[src/rtl/hms_pkg.sv]
// Shared constants and types for the hour/minute/second time core.
package hms_pkg;

  typedef enum logic [1:0] {
    MODE_CLOCK = 2'd0,
    MODE_SETUP = 2'd1,
    MODE_ALARM = 2'd2
  } mode_e;

  typedef enum logic [1:0] {
    POS_SEC  = 2'd0,
    POS_MIN  = 2'd1,
    POS_HOUR = 2'd2
  } pos_e;

  localparam int unsigned SEC_MAX = 59;
  localparam int unsigned MIN_MAX = 59;
  localparam int unsigned SEC_W   = 6;
  localparam int unsigned MIN_W   = 6;
  localparam int unsigned HOUR_W  = 5;
  localparam int unsigned RING_W  = 6;

endpackage

[src/rtl/hms_time_core_wrap_cnt.sv]
// Modulo-(MAX+1) up-counter with a combinational carry out for chaining.
module wrap_cnt #(
  parameter int unsigned MAX = 59,
  parameter int unsigned W   = 6
) (
  input  logic         clk,
  input  logic         rst_n,
  input  logic         i_inc,
  output logic [W-1:0] o_cnt,
  output logic         o_carry
);

  logic [W-1:0] cnt_q, cnt_d;
  logic         at_max;

  assign at_max  = (cnt_q == W'(MAX));
  assign o_carry = i_inc & at_max;
  assign o_cnt   = cnt_q;

  // Next count: step on i_inc, wrapping at MAX.
  always_comb begin
    cnt_d = cnt_q;
    if (i_inc) begin
      cnt_d = at_max ? '0 : cnt_q + W'(1);
    end
  end

  // Count register.
  always_ff @(posedge clk or negedge rst_n) begin
    if (!rst_n) begin
      cnt_q <= '0;
    end else begin
      cnt_q <= cnt_d;
    end
  end

endmodule

[src/rtl/hms_time_core.sv]
// Time-of-day core: prescaler, h/m/s chain, mode/cursor control and one-alarm compare.
module hms_time_core
  import hms_pkg::*;
#(
  parameter int unsigned TICK_DIV  = 50_000_000,
  parameter int unsigned HOURS     = 24,
  parameter int unsigned ALARM_SEC = 30
) (
  input  logic       clk,
  input  logic       rst_n,
  input  logic       i_mode_pulse,
  input  logic       i_pos_pulse,
  input  logic       i_inc_pulse,
  input  logic       i_alarm_en,
  output logic [5:0] o_sec,
  output logic [5:0] o_min,
  output logic [4:0] o_hour,
  output logic [5:0] o_alarm_min,
  output logic [4:0] o_alarm_hour,
  output logic [1:0] o_mode,
  output logic [1:0] o_position,
  output logic       o_sec_tick,
  output logic       o_alarm
);

  localparam int unsigned PreW = $clog2(TICK_DIV);

  logic [PreW-1:0]   presc_q, presc_d;
  mode_e             mode_q, mode_d;
  pos_e              pos_q, pos_d;
  logic [MIN_W-1:0]  amin_q, amin_d;
  logic [HOUR_W-1:0] ahour_q, ahour_d;
  logic [RING_W-1:0] ring_q, ring_d;
  logic              alarm_q, alarm_d;
  logic              tick_q;

  logic in_setup, in_alarm, enter_setup;
  logic tick, edit_sec, edit_min, edit_hour;
  logic sec_inc, min_inc, hour_inc, sec_carry, min_carry, hour_carry;
  logic [MIN_W-1:0]  min_nx;
  logic [HOUR_W-1:0] hour_nx;
  logic match, clr;

  // Mode FSM state register.
  always_ff @(posedge clk or negedge rst_n) begin
    if (!rst_n) mode_q <= MODE_CLOCK;
    else        mode_q <= mode_d;
  end

  // Mode FSM next state: simple ring CLOCK -> SETUP -> ALARM -> CLOCK.
  always_comb begin
    mode_d = mode_q;
    if (i_mode_pulse) begin
      unique case (mode_q)
        MODE_CLOCK: mode_d = MODE_SETUP;
        MODE_SETUP: mode_d = MODE_ALARM;
        MODE_ALARM: mode_d = MODE_CLOCK;
        default:    mode_d = MODE_CLOCK;
      endcase
    end
  end

  // Mode FSM outputs: decoded mode flags.
  always_comb begin
    o_mode      = mode_q;
    in_setup    = (mode_q == MODE_SETUP);
    in_alarm    = (mode_q == MODE_ALARM);
    enter_setup = !in_setup && (mode_d == MODE_SETUP);
  end

  // Cursor next state; independent of mode.
  always_comb begin
    pos_d = pos_q;
    if (i_pos_pulse) begin
      unique case (pos_q)
        POS_SEC:  pos_d = POS_MIN;
        POS_MIN:  pos_d = POS_HOUR;
        POS_HOUR: pos_d = POS_SEC;
        default:  pos_d = POS_SEC;
      endcase
    end
  end

  // Prescaler next state: held at 0 in SETUP so leaving SETUP restarts a full second.
  always_comb begin
    tick    = !in_setup && (presc_q == PreW'(TICK_DIV - 1));
    presc_d = presc_q + PreW'(1);
    if (in_setup || tick) presc_d = '0;
  end

  assign edit_sec  = in_setup && i_inc_pulse && (pos_q == POS_SEC);
  assign edit_min  = in_setup && i_inc_pulse && (pos_q == POS_MIN);
  assign edit_hour = in_setup && i_inc_pulse && (pos_q == POS_HOUR);

  // Carries only propagate on a tick; a SETUP edit never ripples into the next field.
  assign sec_inc  = tick | edit_sec;
  assign min_inc  = (tick & sec_carry) | edit_min;
  assign hour_inc = (tick & min_carry) | edit_hour;

  wrap_cnt #(.MAX(SEC_MAX), .W(SEC_W)) u_sec (
    .clk    (clk),
    .rst_n  (rst_n),
    .i_inc  (sec_inc),
    .o_cnt  (o_sec),
    .o_carry(sec_carry)
  );

  wrap_cnt #(.MAX(MIN_MAX), .W(MIN_W)) u_min (
    .clk    (clk),
    .rst_n  (rst_n),
    .i_inc  (min_inc),
    .o_cnt  (o_min),
    .o_carry(min_carry)
  );

  wrap_cnt #(.MAX(HOURS - 1), .W(HOUR_W)) u_hour (
    .clk    (clk),
    .rst_n  (rst_n),
    .i_inc  (hour_inc),
    .o_cnt  (o_hour),
    .o_carry(hour_carry)
  );

  // Alarm time edits; cursor at SEC has no alarm field.
  always_comb begin
    amin_d  = amin_q;
    ahour_d = ahour_q;
    if (in_alarm && i_inc_pulse) begin
      if (pos_q == POS_MIN) begin
        amin_d = (amin_q == MIN_W'(MIN_MAX)) ? '0 : amin_q + MIN_W'(1);
      end else if (pos_q == POS_HOUR) begin
        ahour_d = (ahour_q == HOUR_W'(HOURS - 1)) ? '0 : ahour_q + HOUR_W'(1);
      end
    end
  end

  // Match compares the post-tick time; only meaningful when seconds roll over to 0.
  always_comb begin
    min_nx  = min_carry ? '0 : o_min + MIN_W'(1);
    hour_nx = hour_carry ? '0 : (min_carry ? o_hour + HOUR_W'(1) : o_hour);
    match   = tick && sec_carry && i_alarm_en && (min_nx == amin_q) && (hour_nx == ahour_q);
    clr     = i_inc_pulse || !i_alarm_en || enter_setup;
  end

  // Ring control: clear wins over a fresh match, then countdown on ticks.
  always_comb begin
    alarm_d = alarm_q;
    ring_d  = ring_q;
    if (clr) begin
      alarm_d = 1'b0;
      ring_d  = '0;
    end else if (match) begin
      alarm_d = 1'b1;
      ring_d  = RING_W'(ALARM_SEC);
    end else if (alarm_q && tick) begin
      ring_d = ring_q - RING_W'(1);
      if (ring_q == RING_W'(1)) alarm_d = 1'b0;
    end
  end

  // Control and alarm state registers.
  always_ff @(posedge clk or negedge rst_n) begin
    if (!rst_n) begin
      presc_q <= '0;
      pos_q   <= POS_SEC;
      amin_q  <= '0;
      ahour_q <= '0;
      ring_q  <= '0;
      alarm_q <= 1'b0;
      tick_q  <= 1'b0;
    end else begin
      presc_q <= presc_d;
      pos_q   <= pos_d;
      amin_q  <= amin_d;
      ahour_q <= ahour_d;
      ring_q  <= ring_d;
      alarm_q <= alarm_d;
      tick_q  <= tick;
    end
  end

  assign o_alarm_min  = amin_q;
  assign o_alarm_hour = ahour_q;
  assign o_position   = pos_q;
  assign o_sec_tick   = tick_q;
  assign o_alarm      = alarm_q;

endmodule

[config.mk]
export PLATFORM = sky130hd
export DESIGN_NAME = hms_time_core
export DESIGN_NICKNAME = d
export VERILOG_FILES = /design/src/rtl/hms_pkg.sv /design/src/rtl/hms_time_core_wrap_cnt.sv /design/src/rtl/hms_time_core.sv
export SDC_FILE = /design/constraint.sdc
export NUM_CORES = 1
export LEC_CHECK = 0
export BUFFER_PORTS_ARGS = -buffer_cell sky130_fd_sc_hd__buf_2
export CORE_MARGIN = 5
export CORE_UTILIZATION = 40
export CTS_BUF_LIST = sky130_fd_sc_hd__clkbuf_16
export CTS_CLUSTER_SIZE = 40
export DETAILED_ROUTE_END_ITERATION = 10
export SETUP_SLACK_MARGIN = 0.1
export SLEW_MARGIN = 20
export SYNTH_ARGS = -nofsm -noshare
export SYNTH_HDL_FRONTEND = slang
export SYNTH_HIERARCHICAL = 1
export SYNTH_SLANG_ARGS = --single-unit
[constraint.sdc]
create_clock -name clk -period 6.9 [get_ports clk]
set_clock_uncertainty 0.05 [all_clocks]
set_input_delay 1.035 -clock clk [delete_from_list [all_inputs] [get_ports clk]]
set_output_delay 1.035 -clock clk [all_outputs]
set_load 0.03 [all_outputs]
== Word level (Yosys, flattened, before mapping) ==
Index checks and enable logic that the tools add are counted.

* Multiply operators: 0
* Reductions and logical operators: 24
* Order comparisons: 0
* Add/subtract/negate cells: 7
* Shifts and indexed selects: 0
* Muxes and demuxes: 19
* Bitwise gates (word level): 9
* Equal/unequal tests: 14
* Div/mod/pow operators: 0

{| class="wikitable"
|+ Operators with widths
! operator !! number
|-
| $mux 6 || 7
|-
| $add 26x1->26 const B || 1
|-
| $eq 26x26->1 const B || 1
|-
| $mux 26 || 1
|-
| $mux 5 || 4
|-
| $add 6x1->6 const B || 3
|-
| $eq 6x6->1 const B || 3
|-
| $logic_and 1x1->1 || 12
|-
| $add 5x1->5 const B || 2
|-
| $eq 5x5->1 const B || 2
|-
| $pmux 2 s2 || 2
|-
| $eq 2x1->1 const B || 3
|-
| $eq 6x1->1 const B || 1
|-
| $eq 6x6->1 || 1
|-
| $reduce_bool 3->1 || 2
|-
| $sub 6x1->6 const B || 1
|-
| $and 1x1->1 || 5
|-
| $eq 5x5->1 || 1
|-
| $eq 2x2->1 const B || 2
|-
| $logic_not 2->1 || 2
|-
| $mux 1 || 4
|-
| $reduce_and 2->1 || 2
|-
| $logic_or 1x1->1 || 3
|-
| $or 1x1->1 || 3
|-
| other kinds (4) || 5
|}

* Input bits: 6
* Memories kept: 0
* Logic and storage cells: 84
* Register bits after elaboration: 66
* Bits in writable memories: 0
* Latch bits: 0
* Output and inout bits: 34
* Memory bits (read-only): 0

== Depth between registers and ports, before layout ==
Gate-level depths: netlist of the first run.

* Depth in word-level cells: 16
* Depth in mapped cells: 24
* Mapped depth without buffers: 21

== Hierarchy ==
Netlist of the first run, hierarchy kept.

{| class="wikitable"
|+ By module, submodules not included
! module !! cells each !! seq. area each (um^2) !! instances !! area an instance (um^2)
|-
| hms_time_core || 315 || 1,226.2 || 1 || 2,906.5
|-
| wrap_cnt (u_min ...) || 27 || 150.1 || 2 || 281.5
|-
| wrap_cnt (u_hour) || 19 || 125.1 || 1 || 236.5
|}

== Worst setup path after synthesis of the first run ==
Ideal clock, no wire load.

* Kind: flip-flop to flip-flop
* From: reg presc_q[8]
* To: reg alarm_q (netlist: o_alarm)
* Setup slack: 0.862 ns
* Stages on the path, launching flop included: 24
* Buffers on the path: 3
* Library setup time: 0.084 ns
* Arrival: 5.903 ns
* Data required time: 6.766 ns
* Clock period less this slack: 6.038 ns
* Cell sequence: dfrtp_1 -> or4_1 -> or4_4 -> nor4b_4 -> o21bai_1 -> nand2_1 -> nor3_1 -> nand3_1 -> o21ai_1 -> nand2_1 -> nor3_1 -> clkbuf_1 -> clkbuf_1 -> nand3_1 -> o21ai_1 -> nand3_2 -> nor3b_4 -> clkbuf_1 -> nor2b_1 -> mux2i_1 -> xnor2_1 -> nor4b_2 -> nand4b_1 -> o21ai_0

* Longest elaborated chain between the ends: 15
* Elaborated cells between the ends (all ways): 25
* Classes of those cells: eq/ne: 3; mux: 5; bitwise: 8; reduce/logical: 9

{| class="wikitable"
|+ RTL lines
! item !! line !! text
|-
| start: declaration || hms_time_core.sv:28 || <nowiki>logic [PreW-1:0] presc_q, presc_d;</nowiki>
|-
| start signal: assignment || hms_time_core.sv:172 || <nowiki>presc_q <= presc_d;</nowiki>
|-
| $eq 26x26->1 (*) || hms_time_core.sv:86 || <nowiki>tick = !in_setup && (presc_q == PreW'(TICK_DIV - 1));</nowiki>
|-
| $logic_and 1x1->1 (*) || hms_time_core.sv:86 ||
|-
| $or 1x1->1 (*) || hms_time_core.sv:96 || <nowiki>assign sec_inc = tick | edit_sec;</nowiki>
|-
| via sec_inc || hms_time_core.sv:39 || <nowiki>logic sec_inc, min_inc, hour_inc, sec_carry, min_carry, hour_carry;</nowiki>
|-
| $and 1x1->1 (*) || hms_time_core_wrap_cnt.sv:17 || <nowiki>assign o_carry = i_inc & at_max;</nowiki>
|-
| via sec_carry || hms_time_core.sv:39 ||
|-
| $and 1x1->1 (*) || hms_time_core.sv:97 || <nowiki>assign min_inc = (tick & sec_carry) | edit_min;</nowiki>
|-
| $or 1x1->1 (*) || hms_time_core.sv:97 ||
|-
| via min_inc || hms_time_core.sv:39 ||
|-
| [1 not listed] || n/a ||
|-
| via min_carry || hms_time_core.sv:39 ||
|-
| [2 not listed] || n/a ||
|-
| via hour_inc || hms_time_core.sv:39 ||
|-
| $and 1x1->1 (*) || hms_time_core_wrap_cnt.sv:17 ||
|-
| via hour_carry || hms_time_core.sv:39 ||
|-
| $mux 5 (*) || hms_time_core.sv:140 || <nowiki>hour_nx = hour_carry ? '0 : (min_carry ? o_hour + HOUR_W'(1) : o_hour);</nowiki>
|-
| $eq 5x5->1 (*) || hms_time_core.sv:141 || <nowiki>match = tick && sec_carry && i_alarm_en && (min_nx == amin_q) && (hour_nx == ahour_q);</nowiki>
|-
| $logic_and 1x1->1 (*) || hms_time_core.sv:141 ||
|-
| $reduce_bool 3->1 (no source line) or $mux 1 (tied branches) || n/a ||
|-
| $reduce_and 2->1 (no source line) or $mux 1 (tied branches) || n/a ||
|-
| end signal: assignment || hms_time_core.sv:177 || <nowiki>alarm_q <= alarm_d;</nowiki>
|-
| end: declaration || hms_time_core.sv:34 || <nowiki>logic alarm_q, alarm_d;</nowiki>
|}

The timed path passes the listed nets; every way through them passes the cells marked *.
A chain may end at the register's enable or synchronous reset.

== Worst setup path in the final report of the first run ==
* From: reg presc_q[8]
* To: reg ring_q[3]

* Longest elaborated chain between the ends: 15
* Elaborated cells between the ends (all ways): 23
* Classes of those cells: eq/ne: 3; mux: 5; bitwise: 8; reduce/logical: 7

{| class="wikitable"
|+ RTL lines
! item !! line !! text
|-
| $eq 26x26->1 (*) || hms_time_core.sv:86 ||
|-
| $logic_and 1x1->1 (*) || hms_time_core.sv:86 ||
|-
| $or 1x1->1 (*) || hms_time_core.sv:96 ||
|-
| via sec_inc || hms_time_core.sv:39 ||
|-
| $and 1x1->1 (*) || hms_time_core_wrap_cnt.sv:17 ||
|-
| via sec_carry || hms_time_core.sv:39 ||
|-
| $and 1x1->1 (*) || hms_time_core.sv:97 ||
|-
| $or 1x1->1 (*) || hms_time_core.sv:97 ||
|-
| via min_inc || hms_time_core.sv:39 ||
|-
| [1 not listed] || n/a ||
|-
| via min_carry || hms_time_core.sv:39 ||
|-
| [2 not listed] || n/a ||
|-
| via hour_inc || hms_time_core.sv:39 ||
|-
| $and 1x1->1 (*) || hms_time_core_wrap_cnt.sv:17 ||
|-
| via hour_carry || hms_time_core.sv:39 ||
|-
| $mux 5 (*) || hms_time_core.sv:140 ||
|-
| $eq 5x5->1 (*) || hms_time_core.sv:141 ||
|-
| $logic_and 1x1->1 (*) || hms_time_core.sv:141 ||
|-
| $mux 6 || hms_time_core.sv:152 || <nowiki>end else if (match) begin</nowiki>
|-
| $mux 6 || hms_time_core.sv:149 || <nowiki>if (clr) begin</nowiki>
|-
| end signal: assignment || hms_time_core.sv:176 || <nowiki>ring_q <= ring_d;</nowiki>
|-
| end: declaration || hms_time_core.sv:33 || <nowiki>logic [RING_W-1:0] ring_q, ring_d;</nowiki>
|}

Marked as above.

==> metrics, run 1 <==
R2R setup slack=0.86 ns; Yosys reg bits=66; leakage=1.912 nW; RSZ-0062 raised after global routing=false; fin. max-slew vios=0; Yosys cell types=52; fraction of layout cells with a size suffix above 1=16.25%; Crit path required time=7.10 ns; number of placement rows=35; slowest stage delay, CP=0.58 ns; Comb power frac=26.4%; I/O pin total=40; GPL Wtd Cong=0.8144; setup TNS=0 ns; DRC errors left=0; mapped cell area=3706 um2; Die Footprint=11290 um2; clock power share=37.1%; Setup Viol. Count Final=0; ys async rst share=100.0%; Via-to-Cell Ratio=5.305; Worst Path Max Fanout=13; vias in the first global route=2811; status=completed; Crit Path Category=flop to flop; synthesized net count=404; Iter 0 DRT Violations=87; CP arrival=6.24 ns; CTS root buf=clkbuf_16; Final min period=6.036 ns; actual slew at the worst max-slew pin=0.8511 ns; H-tree depth=3; width of the die=106.3 um; post-DP HPWL=5.813 mm; Worst Hold Class=flop to flop; Internal Power=0.9670 mW; Rel. slew slack=43.26%; pin count of the biggest net entering global routing=67; CP cell instances=or4_1 -> or4_4 -> nor4b_4 -> o21bai_1 -> nand2_1 -> nor3_1 -> nand3_1 -> o21ai_1 -> nand2_1 -> nor3_2 -> nand3_1 -> o21ai_1 -> nand3_2 -> nor3b_4 -> nor2b_1 -> mux2i_1 -> xnor2_1 -> nor4_1 -> nand4b_1 -> o21ai_1; Worst path slowest cell=or4_4; CTS tree=yes; worst hold path depth=1; Routed WL=8.095 mm; Overall Global Routing Usage=15.65%; first drt pass iteration count=4; via count=2907; # nets final=448; Peak Freq=0.1657 GHz; most used cell, CP=o21ai_1; Synth Flop Type=dfrtp_1; Placed Area=4021 um2; fillers=875; clock latency at the later pin of the worst-skew pair=0.33 ns; CTS sink cnt=66; Psw=0.5271 mW; ANT cells=0; CTS resizes=0; PD cells=341.3 nW/um2; switching share of total power=35.28%; IO Port Bufs=39; worst r2r src=presc_q[8]; Routed Antenna Nets=0; WHS Endpoint=presc_q[0]; Initial Util=40.49%; r2r worst-path depth=20; register area share after synthesis=44.56%; number of CTS-inserted buffers=9; Yosys Warn Count=6; maxcap violations=0; Final period util=87.48%; Post-Synthesis Cells=388; Reg clk slew, reported paths=0.05 ns; min-delay src=presc_q[0]; sequential share of power=36.4%; hold_buf cts=0; Hold Vio Cnt, Final=0; Startpoint Class=flop; WL/cell=14.77 um; setup repair bufs after CTS=0; fin area=4378 um2; Die H=106.3 um; Max VDD drop=214.8 uV; Syn Area/Cell=9.552 um2; Core Area=9153 um2; Syn-to-layout area delta=18.13%; number of synthesized flops with an enable pin=0; GRT Residual Overflow=0; CP Capture Type=flop; RR Endpoint=ring_q[3]; first-pass GRT wire length=14.05 mm; Max Root-Sink Buffers=2; antenna violations before repair=0
## kinds of logic after synthesis
logic type / share of synthesized area, %
buffers and inverters: 2.059
flip-flops: 44.56
multiplexers: 3.545
XOR/XNOR: 11.58
AO/OA/AOI/OAI: 6.280
adder cells (fa/ha/maj): 3.376
AND/OR/NAND/NOR: 28.60
## cells in the final DEF (no fill, tap or decap), drive strengths merged, types with 4 or more instances in the layout
cell type  netlist  layout
dfrtp           66      66
nor4             8       8
mux2i            6       6
xor2            26      26
inv             10      10
nor3             7       7
buf              4      41
clkbuf           4       9
ha              10      10
or3              7       7
nand2           36      36
nand3           22      22
nor2            53      53
mux2             6       6
nor2b            8       8
xnor2           23      23
nand2b           6       6
bufinv           0       4
nand3b           4       4
nand4           22      22
o21ai           23      23
## flip-flops by register name, indices dropped and copies added, names as in the netlist
signal / flops
presc_q: 26
o_alarm_min: 6
ring_q: 6
u_min/o_cnt: 6
u_sec/o_cnt: 6
o_alarm_hour: 5
u_hour/o_cnt: 5
o_mode: 2
o_position: 2
o_alarm: 1
o_sec_tick: 1
## cells in the mapped netlist (3+ instances only)
| cell | instances | area (um2) |
|---|---|---|
| dfrtp_1 | 66 | 1652 |
| nor2_1 | 53 | 198.9 |
| nand2_1 | 35 | 131.4 |
| xor2_1 | 26 | 227.7 |
| xnor2_1 | 23 | 201.4 |
| nand4_1 | 22 | 137.6 |
| nand3_1 | 21 | 105.1 |
| o21ai_0 | 16 | 80.08 |
| ha_1 | 10 | 125.1 |
| inv_1 | 10 | 37.54 |
| nor2b_1 | 8 | 50.05 |
| nor3_1 | 7 | 35.03 |
| nor4_1 | 7 | 43.79 |
| or3_1 | 7 | 43.79 |
| mux2i_1 | 6 | 60.06 |
| nand2b_1 | 6 | 37.54 |
| o21ai_1 | 6 | 30.03 |
| clkbuf_1 | 4 | 15.01 |
| mux2_2 | 4 | 45.04 |
| nand3b_1 | 4 | 30.03 |
| nand4b_1 | 3 | 26.28 |
| o2111ai_1 | 3 | 26.28 |
## cell type report
cell class / count / area, um2 / area share [%]
multi-input cells: 304 / 1983 / 45.30
flip-flops and latches: 66 / 1652 / 37.72
clock buffers: 9 / 225.2 / 5.144
repair buffers: 41 / 210.2 / 4.801
well taps: 111 / 138.9 / 3.172
clock inverters: 7 / 131.4 / 3.001
inverters: 10 / 37.54 / 0.8574
## power groups by stage
stage	registers [mW]	logic (mW)	clock network (mW)
floorplan	0.621	0.208	0
global placement	0.548	0.395	0
detailed placement	0.551	0.398	0
CTS	0.545	0.400	0.564
global route	0.560	0.443	0.584
finish	0.544	0.395	0.555
## layer usage
metal	vias up	GRT usage, %	wire length (um)
li1	1470	-	-
met1	1383	19.90	3786
met2	40	25.16	3835
met3	14	4.614	315
met4	0	5.828	158
met5	-	0	0
## critical path: cells and delay by family (launching register included)
family | cells | cell delay (ns)
flops | 1 | 0.42
compound gates | 4 | 1.04
simple gates | 14 | 4.16
xor+xnor | 1 | 0.10
mux | 1 | 0.18
## worst max-delay path by stage
stage | startpoint | endpoint | slack (ns) | cells after the start
floorplan | presc_q[8] | o_alarm | 0.86 | 23
global placement | presc_q[8] | ring_q[3] | 1.07 | 20
detailed placement | presc_q[8] | ring_q[3] | 0.84 | 20
CTS | presc_q[8] | ring_q[3] | 0.81 | 20
global route | presc_q[8] | ring_q[3] | 0.35 | 20
finish | presc_q[8] | ring_q[3] | 0.86 | 20
## through the flow
| stage | setup slack, ns | utilization (%) | total power, mW | hold slack (ns) | std cells |
|---|---|---|---|---|---|
| 3_5_place_dp | 0.8441 | 43.94 | 0.9491 | 0.4332 | 532 |
| 6_report | 0.8637 | 47.83 | 1.494 | 0.4359 | 548 |
| 3_3_place_gp | 1.065 | 43.94 | 0.9431 | 0.4275 | 532 |
| 5_1_grt | 0.3496 | 47.83 | 1.587 | 0.4900 | 548 |
| 4_1_cts | 0.8088 | 47.83 | 1.510 | 0.4409 | 548 |
| 2_1_floorplan | 0.8624 | - | 0.8289 | 0.4016 | 388 |
Note: power is estimated with default switching activity, not from simulation.
==> run 2: changes to the inputs <==
Clock period 6.9 ns to 6.5 ns, I/O delays scaled along.
==> metrics, run 2 (synthesis gave the netlist of run 1 again) <==
Power, Total=1.502 mW; Syn-to-layout area delta=17.52%; vias in the first global route=2886; Die H=106.3 um; # nets final=449; Overall Global Routing Usage=15.69%; Routed WL=8.120 mm; Reg clk slew, reported paths=0.05 ns; first-pass GRT wire length=14.11 mm; Critical Path Start=presc_q[8]; critical path capture point=ring_q[2]; Routed Antenna Nets=0; placed cell count=532; r2r worst-path depth=21; Peak Freq=0.1733 GHz; post-DP HPWL=5.782 mm; RR Endpoint=ring_q[2]; Startpoint Class=flop; Iter 0 DRT Violations=101; most common cell after layout, fill and taps aside=dfrtp_1; fraction of layout cells with a size suffix above 1=16.67%; Worst Hold Class=flop to flop; number of placement rows=35; via count=2908; antenna violations before repair=0; Rel. slew slack=43.20%; maxcap violations=0; RSZ-0062 raised after global routing=false; Crit path required time=6.70 ns; H-tree depth=3; Core Area=9153 um2; clock latency at the later pin of the worst-skew pair=0.33 ns; slowest stage delay, CP=0.58 ns; fin area=4355 um2; worst r2r src=presc_q[8]; Placed Area=4021 um2; most frequent cells in the layout=dfrtp_1 (66), nor2_1 (53), buf_2 (39), nand2_1 (35), xor2_1 (26); CP arrival=5.97 ns; WL/cell=14.79 um; min-delay src=presc_q[0]; Max VDD drop=198.1 uV; Final min period=5.772 ns; Crit Path Category=flop to flop; R2R setup slack=0.73 ns; setup TNS=0 ns; post-place setup slack=0.4296 ns; status=completed; Buf+Inv Stages, Crit Path=1; fin. max-slew vios=0; CTS sink cnt=66; Die Footprint=11290 um2; Final period util=88.79%; max reg flops=26; fin cells=549; Setup WS post-layout=0.7283 ns; I/O pin total=40; Worst path slowest cell=or4_4; CP top delay family=simple AND/OR/NAND/NOR gates; number of CTS-inserted buffers=9; actual slew at the worst max-slew pin=0.8520 ns; CP Capture Type=flop; IO Port Bufs=39; leakage=1.896 nW; Final Util=47.59%; Max Root-Sink Buffers=2; CTS tree=yes; Via-to-Cell Ratio=5.297; CP cell instances=or4_1 -> or4_4 -> nor4b_4 -> o21bai_1 -> nand2_1 -> nor3_2 -> nand3_1 -> o21ai_1 -> nand2_1 -> nor3_2 -> nand3_1 -> o21ai_1 -> nand3_2 -> nor3b_4 -> buf_12 -> nor2b_1 -> mux2i_1 -> xnor2_1 -> nor4_1 -> nand4b_1 -> o21ai_1; width of the die=106.3 um; pin count of the biggest net entering global routing=67; CTS root buf=clkbuf_16; Setup Viol. Count Final=0; ANT cells=0; Worst Path Max Fanout=13; GPL Wtd Cong=0.8142; Hold Vio Cnt, Final=0; DRC errors left=0; PD cells=344.8 nW/um2; GRT Residual Overflow=0; final hold slack=0.4385 ns; Initial Util=40.49%; largest reg by FF count=presc_q; first drt pass iteration count=4; most used cell, CP=o21ai_1; CP Depth=21
## run 2: cell count changes in the layout (fill, tap and decap cells not counted), sizes merged
cell,delta
clkinvlp,+1
bufinv,-2
clkinv,+1
buf,+1
## run 2: worst min path at each step
| stage | slack [ns] | to | cells after the start |
|---|---|---|---|
| global route | 0.49 | presc_q[0] | 1 |
| CTS | 0.44 | presc_q[0] | 1 |
| floorplan | 0.40 | presc_q[0] | 1 |
| global placement | 0.43 | presc_q[0] | 1 |
| detailed placement | 0.43 | presc_q[0] | 1 |
| finish | 0.44 | presc_q[0] | 1 |
## run 2: cell type report
class / count / area, um2
Clock buffer: 9 / 225.2
Clock inverter: 7 / 83.83
Fill cell: 868 / 4797
Inverter: 10 / 37.54
Multi-Input combinational cell: 304 / 1988
Sequential cell: 66 / 1652
Tap cell: 111 / 138.9
Timing Repair Buffer: 42 / 230.2
## run 2: repair_timing
| action | CTS | global route |
|---|---|---|
| setup endpoints to repair | 0 | 7 |
| hold buffers | 0 | 0 |
| buffers inserted | 0 | 1 |
| resized for setup | 0 | 1 |
## run 2: power by group
part           internal (mW)  switching, mW  total (mW)
Clock                  0.331          0.175       0.506
Sequential             0.472          0.105       0.577
Combinational          0.145          0.274       0.419
Total                  0.948          0.554        1.50
## run 2: metal layers
layer	up-vias	share of wire (%)	GRT usage, %
li1	1467	-	-
met1	1373	46	19.75
met2	53	48	25.57
met3	15	4.0	3.643
met4	0	2.0	7.123
met5	-	0	0
## run 2: worst reg2reg max path: stages, from the launching register on
cell and delay (ns):
dfrtp_1 0.42, or4_1 0.52, or4_4 0.59, nor4b_4 0.41, o21bai_1 0.32, nand2_1 0.22
nor3_2 0.38, nand3_1 0.11, o21ai_1 0.28, nand2_1 0.20, nor3_2 0.22, nand3_1 0.08
o21ai_1 0.30, nand3_2 0.19, nor3b_4 0.24, buf_12 0.16, nor2b_1 0.06, mux2i_1 0.16
xnor2_1 0.10, nor4_1 0.29, nand4b_1 0.26, o21ai_1 0.15
==> run 3: changes to the inputs <==
Settings changed: ABC_AREA set to 1.
==> metrics, run 3 <==
max reg flops=26; via count=3815; I/O pin total=40; fraction of layout cells with a size suffix above 1=16.61%; ys async rst share=100.0%; number of placement rows=37; Reg clk slew, reported paths=0.06 ns; Via-to-Cell Ratio=5.046; setup repair bufs after CTS=0; Internal Power=0.9673 mW; Syn-to-layout area delta=15.19%; Initial Util=40.59%; vias in the first global route=3689; post-place setup slack=1.236 ns; switching share of total power=44.18%; IO Port Bufs=39; ANT cells=0; Peak Freq=0.1901 GHz; Iter 0 DRT Violations=185; Overall Global Routing Usage=16.53%; Critical Path Start=presc_q[0]; GPL Wtd Cong=0.9078; Routed Antenna Nets=0; Synth top cells by count=nand2_1 (131), nor2_1 (82), inv_1 (73); Worst Path Max Fanout=13; Startpoint Class=flop; Worst Hold Class=flop to flop; GRT Residual Overflow=0; Hold Vio Cnt, Final=0; Crit path required time=6.67 ns; width of the die=111.9 um; Die H=111.9 um; synthesized net count=582; area leader, netlist=dfrtp_1; Yosys reg bits=66; Synth top area share=39.77%; Max Root-Sink Buffers=2; DRC errors left=0; antenna violations before repair=0; setup TNS=0 ns; Psw=0.7655 mW; Max VDD drop=135.1 uV; Core Area=10230 um2; status=completed; first-pass GRT wire length=17.10 mm; sequential share of power=36.5%; largest reg by FF count=presc_q; clock power share=25.7%; Placed Area=4512 um2; RSZ-0062 raised after global routing=false; clock latency at the later pin of the worst-skew pair=0.34 ns; actual slew at the worst max-slew pin=0.9436 ns; register area share after synthesis=39.77%; CP Capture Type=flop; post-DP HPWL=7.381 mm; CP arrival=5.43 ns; top post-synthesis cells by area=dfrtp_1 (40%), nand2_1 (12%), nor2_1 (7.4%); pin count of the biggest net entering global routing=67; Worst path slowest cell=o21ai_0; PD cells=362.2 nW/um2; Setup WS post-layout=1.239 ns; number of synthesized flops with an enable pin=0; Syn Area/Cell=7.337 um2; Routed WL=9.844 mm; min-delay src=presc_q[0]; mapped cell area=4153 um2; first drt pass iteration count=7; Die Footprint=12520 um2; Comb power frac=37.8%; Final Util=46.75%; Post-Synthesis Cells=566; hold_buf cts=0; Crit Path Category=flop to flop; CTS resizes=0; WL/cell=13.02 um; Setup Viol. Count Final=0; Rel. slew slack=36.55%; Synth Flop Type=dfrtp_1; number of CTS-inserted buffers=9; CTS root buf=clkbuf_16; Final period util=80.95%; fin area=4783 um2; Yosys Warn Count=6; maxcap violations=0; most frequent cell after synthesis=nand2_1; Final min period=5.261 ns; H-tree depth=3; leakage=2.288 nW; slowest stage delay, CP=0.49 ns; most common cell after layout, fill and taps aside=nand2_1; # nets final=631; Yosys cell types=41; worst r2r src=presc_q[0]; CTS sink cnt=66; CTS tree=yes; most frequent cells in the layout=nand2_1 (131), nor2_1 (82), inv_1 (73), dfrtp_1 (66), nand3_1 (41); fin. max-slew vios=0
run 3: cell families after synthesis:
kind of cell             after synthesis  share of synthesized area [%]
multiplexers                           3                         0.8134
AND/OR/NAND/NOR                      336                          38.11
adder cells (fa/ha/maj)               10                          3.013
AO/OA/AOI/OAI                         50                          6.749
XOR/XNOR                              17                          3.585
flip-flops                            66                          39.77
buffers and inverters                 84                          7.954
run 3: path summary, 6_finish.rpt:
| path | end | slack [ns] | depth (start not counted) |
|---|---|---|---|
| max | ring_q[2] | 1.24 | 34 |
| min | presc_q[0] | 0.46 | 1 |
| max reg2reg | ring_q[2] | 1.24 | 34 |
| min reg2reg | presc_q[0] | 0.46 | 1 |
| max in group asynchronous | presc_q[10] | 5.06 | 2 |
| min in group asynchronous | u_min/o_cnt[1] | 0.77 | 2 |
run 3: layer usage:
metal  GRT usage [%]  up-vias  wire, um
li1                -     1935         -
met1           21.54     1776      4598
met2           26.74       86      4614
met3           3.370       18       405
met4           6.894        0       226
met5               0        -         0
run 3: stage by stage:
stage | cells | power, mW | hold WS [ns]
5_1_grt | 756 | 1.861 | 0.4893
4_1_cts | 756 | 1.745 | 0.4599
6_report | 756 | 1.733 | 0.4630
2_1_floorplan | 566 | 1.095 | 0.4050
3_3_place_gp | 740 | 1.288 | 0.4417
3_5_place_dp | 740 | 1.296 | 0.4516
run 3: power groups by stage:
stage / Sequential (mW) / Clock, mW / Combinational, mW
6_report: 0.632 / 0.445 / 0.656
3_3_place_gp: 0.634 / 0 / 0.653
3_5_place_dp: 0.639 / 0 / 0.657
2_1_floorplan: 0.740 / 0 / 0.355
5_1_grt: 0.652 / 0.472 / 0.737
4_1_cts: 0.632 / 0.452 / 0.660
run 3: cell type report:
cell class / instances / area [um2]
Fill cell: 1008 / 5448
Multi-Input combinational cell: 416 / 2171
Sequential cell: 66 / 1652
Inverter: 81 / 309.0
Clock buffer: 9 / 225.2
Timing Repair Buffer: 41 / 210.2
Tap cell: 136 / 170.2
Clock inverter: 7 / 46.29
run 3: critical path, delay by kind of cell (launching register included):
kind	cells	cell delay (ns)
and+or+nand+nor	25	3.06
buffers and inverters	6	0.67
adders and majority gates	1	0.21
AOI/OAI and AO/OA	2	0.75
DFF	1	0.40
